## src/rtl/mem_port_arbiter.sv

```systemverilog
// Shares one backing-memory port between the fetch and data requesters, one outstanding access at a time.
// Optional: define MEM_ARB_ROUND_ROBIN_EN to alternate between contending ports instead of fixed data priority.
module mem_port_arbiter #(
  parameter int ADDR_W   = 32,
  parameter int MAX_WAIT = 255
) (
  input  logic              clk,
  input  logic              reset,
  input  logic              i_req,
  input  logic [ADDR_W-1:0] i_addr,
  output logic              i_ready,
  output logic [31:0]       i_rdata,
  output logic              i_err,
  input  logic              d_req,
  input  logic              d_we,
  input  logic [ADDR_W-1:0] d_addr,
  input  logic [31:0]       d_wdata,
  input  logic [3:0]        d_wstrb,
  output logic              d_ready,
  output logic [31:0]       d_rdata,
  output logic              d_err,
  output logic              mem_valid,
  output logic              mem_we,
  output logic [ADDR_W-1:0] mem_addr,
  output logic [31:0]       mem_wdata,
  output logic [3:0]        mem_wstrb,
  input  logic              mem_ack,
  input  logic [31:0]       mem_rdata,
  output logic              busy
);

  typedef enum logic [1:0] {
    IDLE = 2'd0,
    BUS  = 2'd1,
    RESP = 2'd2
  } state_t;

  localparam logic [15:0] WAIT_LAST = 16'(MAX_WAIT - 1);

  state_t      state;
  state_t      state_next;
  logic        owner_data;
  logic        grant_data;
  logic        timeout;
  logic [15:0] wait_cnt;

`ifdef MEM_ARB_ROUND_ROBIN_EN
  logic last_data;

  // Under contention the port that was not served last wins.
  always_comb begin
    grant_data = d_req && (!i_req || !last_data);
  end
`else
  always_comb begin
    grant_data = d_req;
  end
`endif

  always_comb begin
    state_next = state;
    timeout    = 1'b0;
    case (state)
      IDLE: begin
        if (i_req || d_req) state_next = BUS;
      end
      BUS: begin
        timeout = !mem_ack && (wait_cnt == WAIT_LAST);
        if (mem_ack || timeout) state_next = RESP;
      end
      RESP:    state_next = IDLE;
      default: state_next = IDLE;
    endcase
  end

  always_ff @(posedge clk or negedge reset) begin
    if (!reset) state <= IDLE;
    else        state <= state_next;
  end

  always_ff @(posedge clk or negedge reset) begin
    if (!reset) begin
      owner_data <= 1'b0;
      wait_cnt   <= 16'd0;
      mem_valid  <= 1'b0;
      mem_we     <= 1'b0;
      mem_addr   <= '0;
      mem_wdata  <= 32'd0;
      mem_wstrb  <= 4'd0;
      i_ready    <= 1'b0;
      i_rdata    <= 32'd0;
      i_err      <= 1'b0;
      d_ready    <= 1'b0;
      d_rdata    <= 32'd0;
      d_err      <= 1'b0;
      busy       <= 1'b0;
`ifdef MEM_ARB_ROUND_ROBIN_EN
      last_data  <= 1'b0;
`endif
    end else begin
      i_ready <= 1'b0;
      d_ready <= 1'b0;
      busy    <= (state_next != IDLE);
      case (state)
        IDLE: begin
          if (i_req || d_req) begin
            owner_data <= grant_data;
            wait_cnt   <= 16'd0;
            mem_valid  <= 1'b1;
`ifdef MEM_ARB_ROUND_ROBIN_EN
            last_data  <= grant_data;
`endif
            if (grant_data) begin
              mem_we    <= d_we;
              mem_addr  <= d_addr;
              mem_wdata <= d_we ? d_wdata : 32'd0;
              mem_wstrb <= d_we ? d_wstrb : 4'd0;
            end else begin
              mem_we    <= 1'b0;
              mem_addr  <= i_addr;
              mem_wdata <= 32'd0;
              mem_wstrb <= 4'd0;
            end
          end
        end
        BUS: begin
          // An ack on the final wait cycle still counts as a normal completion.
          if (mem_ack || timeout) begin
            mem_valid <= 1'b0;
            if (owner_data) begin
              d_ready <= 1'b1;
              d_rdata <= (mem_ack && !mem_we) ? mem_rdata : 32'd0;
              d_err   <= !mem_ack;
            end else begin
              i_ready <= 1'b1;
              i_rdata <= mem_ack ? mem_rdata : 32'd0;
              i_err   <= !mem_ack;
            end
          end else begin
            wait_cnt <= wait_cnt + 16'd1;
          end
        end
        default: ;
      endcase
    end
  end

endmodule

```

## config.mk

```make
export PLATFORM = sky130hd
export DESIGN_NAME = mem_port_arbiter
export DESIGN_NICKNAME = d
export VERILOG_FILES = /design/src/rtl/mem_port_arbiter.sv
export SDC_FILE = /design/constraint.sdc
export NUM_CORES = 1
export LEC_CHECK = 0
export CAP_MARGIN = 20
export CORE_ASPECT_RATIO = 1.75
export CORE_MARGIN = 2
export CORE_UTILIZATION = 40
export CTS_CLUSTER_DIAMETER = 40
export DETAILED_ROUTE_END_ITERATION = 8
export GPL_ROUTABILITY_DRIVEN = 0
export PLACE_DENSITY = 0.75
export SLEW_MARGIN = 5
export SYNTH_ARGS = -nofsm -noshare
export SYNTH_HDL_FRONTEND = slang
export SYNTH_SLANG_ARGS = --single-unit
```

## constraint.sdc

```tcl
create_clock -name clk -period 2.2 [get_ports clk]
set_clock_uncertainty 0.2 [all_clocks]
set_input_delay 0.66 -clock clk [delete_from_list [all_inputs] [get_ports clk]]
set_output_delay 0.66 -clock clk [all_outputs]
set_load 0.05 [all_outputs]
```

== Yosys cells after proc, flatten, opt, wreduce, memory -nomap -nowiden ==
Index checks and enable logic that the tools add are counted.
Operators by class
  add/sub/neg operators: 1
  eq/ne operators: 5
  mux-type cells: 24
  bitwise gates (word level): 1
  reduce and logical (&&, ||, !) cells: 15
Operator list (count)
  $mux W32: 5
  $mux W16: 2
  $pmux W16 S2: 1
  $add A16 B1 Y16 const B: 1
  $eq A16 B8 Y1 const B: 1
  $reduce_and A3 Y1: 4
  $mux W1: 10
  $mux W4: 2
  $ne A2 B2 Y1 const B: 3
  $mux W2: 2
  $pmux W2 S2: 1
  $reduce_bool A2 Y1: 2
  $logic_or A1 B1 Y1: 3
  $eq A2 B1 Y1 const B: 1
  $logic_and A1 B1 Y1: 2
  $logic_not A1 Y1: 2
  $logic_not A2 Y1: 1
  $pmux W1 S2: 1
  $reduce_and A2 Y1: 1
  $not A1 Y1: 1
Storage, ports and cells
  register bits after elaboration: 158
  bits of input ports: 138
  output and inout bits: 139
  word-level logic and storage cells: 61

== Depth between registers and ports, before layout ==
  depth after elaboration: 6
  mapped depth: 7
  depth with buffers taken out: 6

== Worst setup path after synthesis ==
No wires, ideal clock.
  path type: input to register
  start point: in d_req
  end point: reg mem_wdata[10]
  setup time: 0.067 ns
  arrival: 1.841 ns
  data required time: 1.933 ns
  setup slack: 0.092 ns
  stages: 5
  path buffers: 3
  cells stage by stage: buf_2 -> o21ai_0 -> clkbuf_1 -> clkbuf_1 -> a22o_1
Between the ends
  cells in the longest elaborated chain, start to end: 2
  elaborated cells between the ends (all ways): 3
  those cells by class: mux (1); reduce/logical (2)
Ends and longest elaborated chain
  from (decl): RTL line 14  | input logic d_req,
  $logic_or A1 B1 Y1: RTL line 106  | if (i_req || d_req) begin
  $reduce_and A2 Y1 (no line)
  to (signal assigned): RTL line 116  | mem_wdata <= d_we ? d_wdata : 32'd0;
  to (decl): RTL line 25  | output logic [31:0] mem_wdata,
Parallel ways exist; a longest one is shown, timed or not.
A chain may end at the register's enable or synchronous reset.

== Final worst setup path ==
  start point: reg wait_cnt[0]
  end point: reg wait_cnt[10]
Between the ends
  cells in the longest elaborated chain, start to end: 6
  elaborated cells between the ends (all ways): 9
  those cells by class: add/sub (1); eq/ne (2); mux (3); reduce/logical (3)
Ends and longest elaborated chain
  from (decl): RTL line 45  | logic [15:0] wait_cnt;
  from (signal assigned): RTL line 140  | wait_cnt <= wait_cnt + 16'd1;
  parallel branches: the longest is 6 deep, another holds $add A16 B1 Y16
Several ways; the timed one is not identified. The select of a mux whose other input is x is not followed.

==> flow_metrics.env <==
export IMPL_clk_pin_slew_ns=0.07
export IMPL_grt_max_degree=51
export IMPL_drive_above_1_share_pct=23.6
export IMPL_overflow=0
export IMPL_routedWlPerCell_um=16.4
export IMPL_portBuffers=276
export IMPL_antenna_left=0
export IMPL_yosysUniqueCellTypes=42
export IMPL_dieArea_um2=18100
export IMPL_yosysSeqAreaShare_pct=58.2
export IMPL_path_max_fanout=11
export IMPL_drt_wl_total_mm=18.9
export IMPL_slowest_stage="or4_4"
export IMPL_grt_pass1_vias=5962
export IMPL_outcome="finished with violations"
export IMPL_drv_cap=0
export IMPL_cts_root_buf="clkbuf_16"
export IMPL_diodes=0
export IMPL_min_period_over_period_pct=93.4
export IMPL_detailedPlace_worstSlack_ns=-0.340
export IMPL_cts_htree_levels=4
export IMPL_drt_iter0_drc=285
export IMPL_tns_ns=0
export IMPL_power_density_nw_per_um2=1500
export IMPL_fp_dieW_um=102
export IMPL_hold_ws_ns=-0.00280
export IMPL_rsz0062_at_grt="false"
export IMPL_finalCriticalPeriod_ns=2.06
export IMPL_maxSlewViolCount=0
export IMPL_ir_worst_vdd_mv=0.802
export IMPL_fin_cells=1150
export IMPL_startpoint_type="register"
export IMPL_fillers=1393
export IMPL_hold_path_class="in2async"
export IMPL_detailed_place_hpwl_mm=13.8
export IMPL_rr_startpoint="wait_cnt[0]"
export IMPL_synth_area_um2=6790
export IMPL_clk_latency_ns=0.41
export IMPL_arrival_ns=2.19
export IMPL_syn_nets=764
export IMPL_synth_avg_cell_area_um2=10.9
export IMPL_track_usage_pct=20.8
export IMPL_core_um2=16800
export IMPL_hold_viol_final=1
export IMPL_firstDrtPassIters=5
export IMPL_antenna_found_initial=0
export IMPL_fmax_mhz=486
export IMPL_cp_cell_sequence="inv_1 > ha_1 > nor2b_1 > and4_2 > or4_4 > a21oi_2"
export IMPL_area_growth_pct=51.9
export IMPL_postCtsSetupRepairBufs=0
export IMPL_worstSetupPathType="reg2reg"
export IMPL_cts_buffer_depth=2
export IMPL_worst_pin_slew_ns=0.534
export IMPL_num_rows=63
export IMPL_violations="negative hold slack"
export IMPL_end_kind="register"
export IMPL_grt_pass1_wl_mm=29.5
export IMPL_finalSetupViolCount=0
export IMPL_crit_start="wait_cnt[0]"
export IMPL_avgViaCountPerCell=5.09
export IMPL_p_leak_nw=5.05
export IMPL_fin_nets=1050
export IMPL_cts_hold_buf=0
export IMPL_cts_sinks=158
export IMPL_cts_tree="done"
export IMPL_worst_slack_ns=0.144
export IMPL_dp_cells=1118
export IMPL_relSlewSlack_pct=64.4
export IMPL_drc=0
export IMPL_io_pins=277
export IMPL_critPathRequiredTime_ns=2.34
export IMPL_start_util_pct=40.4
export IMPL_syn_inst=624
export IMPL_yosysWarnings=0
export IMPL_vias=5857
export IMPL_cts_made_buffers=17
export IMPL_die_h_um=176
export IMPL_ys_ff_latch=158
export IMPL_max_stage_delay_ns=0.54
[area by class of cell]
cell class | instances | area (um2) | share of cell area [%]
Sequential cell | 158 | 3950 | 38.3
Timing Repair Buffer | 309 | 2820 | 27.4
Multi-Input combinational cell | 353 | 2420 | 23.5
Clock buffer | 19 | 433 | 4.20
Tap cell | 227 | 284 | 2.75
Inverter | 71 | 267 | 2.58
Clock inverter | 13 | 131 | 1.27
[worst paths after layout]
kind / slack, ns / cells past startpoint / endpoint
setup reg to reg: 0.14 / 6 / wait_cnt[10]
max in group asynchronous: 1.25 / 2 / mem_addr[11]
hold reg to reg: 0.27 / 1 / wait_cnt[6]
hold / removal: -0.003 / 1 / mem_addr[22]
min in group clk: 0.27 / 1 / wait_cnt[6]
setup / recovery: 0.14 / 6 / wait_cnt[10]
[cell usage after synthesis]
master,n,area share (%)
a21o_1,1,0.11
a21oi_1,7,0.52
a22o_1,37,4.8
a22oi_1,64,7.1
a311oi_1,1,0.13
a31o_2,1,0.13
a31oi_1,1,0.092
and2_1,2,0.18
and3_1,3,0.28
and4_1,3,0.39
buf_1,3,0.17
buf_2,20,1.5
clkbuf_1,19,1.1
dfrtp_1,158,58
ha_1,2,0.37
inv_1,71,3.9
mux2i_1,39,5.7
nand2_1,44,2.4
nand2_2,1,0.092
nand2b_1,2,0.18
nand3_1,1,0.074
nand3b_1,1,0.11
nand4_1,1,0.092
nand4_2,1,0.18
nand4_4,2,0.63
nor2_1,6,0.33
nor2b_1,2,0.18
nor3_1,3,0.22
nor3b_4,1,0.28
nor4_1,1,0.092
nor4_2,1,0.18
o2111ai_1,3,0.39
o211ai_1,1,0.11
o21a_1,2,0.22
o21ai_0,100,7.4
o21ai_2,1,0.13
o22a_1,3,0.39
o31a_1,1,0.13
o31ai_1,6,0.66
or3_1,1,0.092
or3b_1,1,0.13
or4_1,6,0.66
[stage by stage]
| stage | power [mW] | utilization [%] | instance area [um2] |
|---|---|---|---|
| 4_1_cts | 15.6 | 61.4 | 10300 |
| 3_5_place_dp | 12.8 | 58.0 | 9740 |
| 5_1_grt | 16.3 | 61.4 | 10300 |
| 3_3_place_gp | 12.6 | 58.0 | 9740 |
| 6_report | 15.5 | 61.4 | 10300 |
| 2_1_floorplan | 9.93 | - | 6790 |
[critical path, delay by kind of cell (launching register included)]
kind	cells	cell delay, ns
flip-flops	1	0.41
buffers and inverters	1	0.06
adder cells (fa/ha/maj)	1	0.18
AND/OR/NAND/NOR	3	0.97
AO/OA/AOI/OAI	1	0.16
[cell families (layout without fill, tap and decap cells)]
| kind of cell | Yosys count | in the layout | synth area share [%] |
|---|---|---|---|
| AO/OA/AOI/OAI | 229 | 229 | 22.2 |
| adder cells (fa/ha/maj) | 2 | 2 | 0.368 |
| buffers and inverters | 113 | 412 | 6.62 |
| AND/OR/NAND/NOR | 83 | 83 | 6.82 |
| flip-flops | 158 | 158 | 58.2 |
| multiplexers | 39 | 39 | 5.75 |
[sequential cells by signal (all words and copies together), names as in the netlist]
signal	cells
mem_wstrb	4
busy	1
i_rdata	32
state	2
d_rdata	32
mem_addr	32
mem_valid	1
wait_cnt	16
mem_we	1
i_ready	1
owner_data	1
d_err	1
i_err	1
mem_wdata	32
d_ready	1
[power breakdown]
part	switching, mW	internal [mW]	total [mW]
Clock	1.24	1.58	2.82
Combinational	5.37	2.64	8.02
Sequential	0.701	3.94	4.64
Total	7.31	8.16	15.5
[routing by layer]
| metal | GRT usage, % | share of wire [%] | vias to the layer above |
|---|---|---|---|
| li1 | - | - | 2801 |
| met1 | 23.1 | 37 | 2798 |
| met2 | 37.1 | 54 | 219 |
| met3 | 4.28 | 5.7 | 39 |
| met4 | 9.56 | 3.2 | 0 |
| met5 | 0 | 0 | - |
[placed cells by master (no fill, tap or decap), drive strengths merged, types with 2 or more instances in the layout]
cell | netlist | final
clkinvlp | 0 | 5
nor2b | 2 | 2
buf | 23 | 174
and2 | 2 | 2
and4 | 3 | 3
ha | 2 | 2
a21oi | 7 | 7
o31ai | 6 | 6
and3 | 3 | 3
nand2b | 2 | 2
clkbuf | 19 | 19
nor3 | 3 | 3
o2111ai | 3 | 3
inv | 71 | 77
mux2i | 39 | 39
a22o | 37 | 37
or4 | 6 | 6
clkdlybuf4s50 | 0 | 134
o21ai | 101 | 101
nor4 | 2 | 2
nand4 | 4 | 4
dfrtp | 158 | 158
nand2 | 45 | 45
nor2 | 6 | 6
a22oi | 64 | 64
o22a | 3 | 3
o21a | 2 | 2
[what timing repair did]
action / in CTS / in global routing
endpoints found under the hold margin: 0 / 0
resized for setup: 0 / 5
setup endpoints to repair: 0 / 4
No activity file was read; power rests on OpenSTA's default activity.
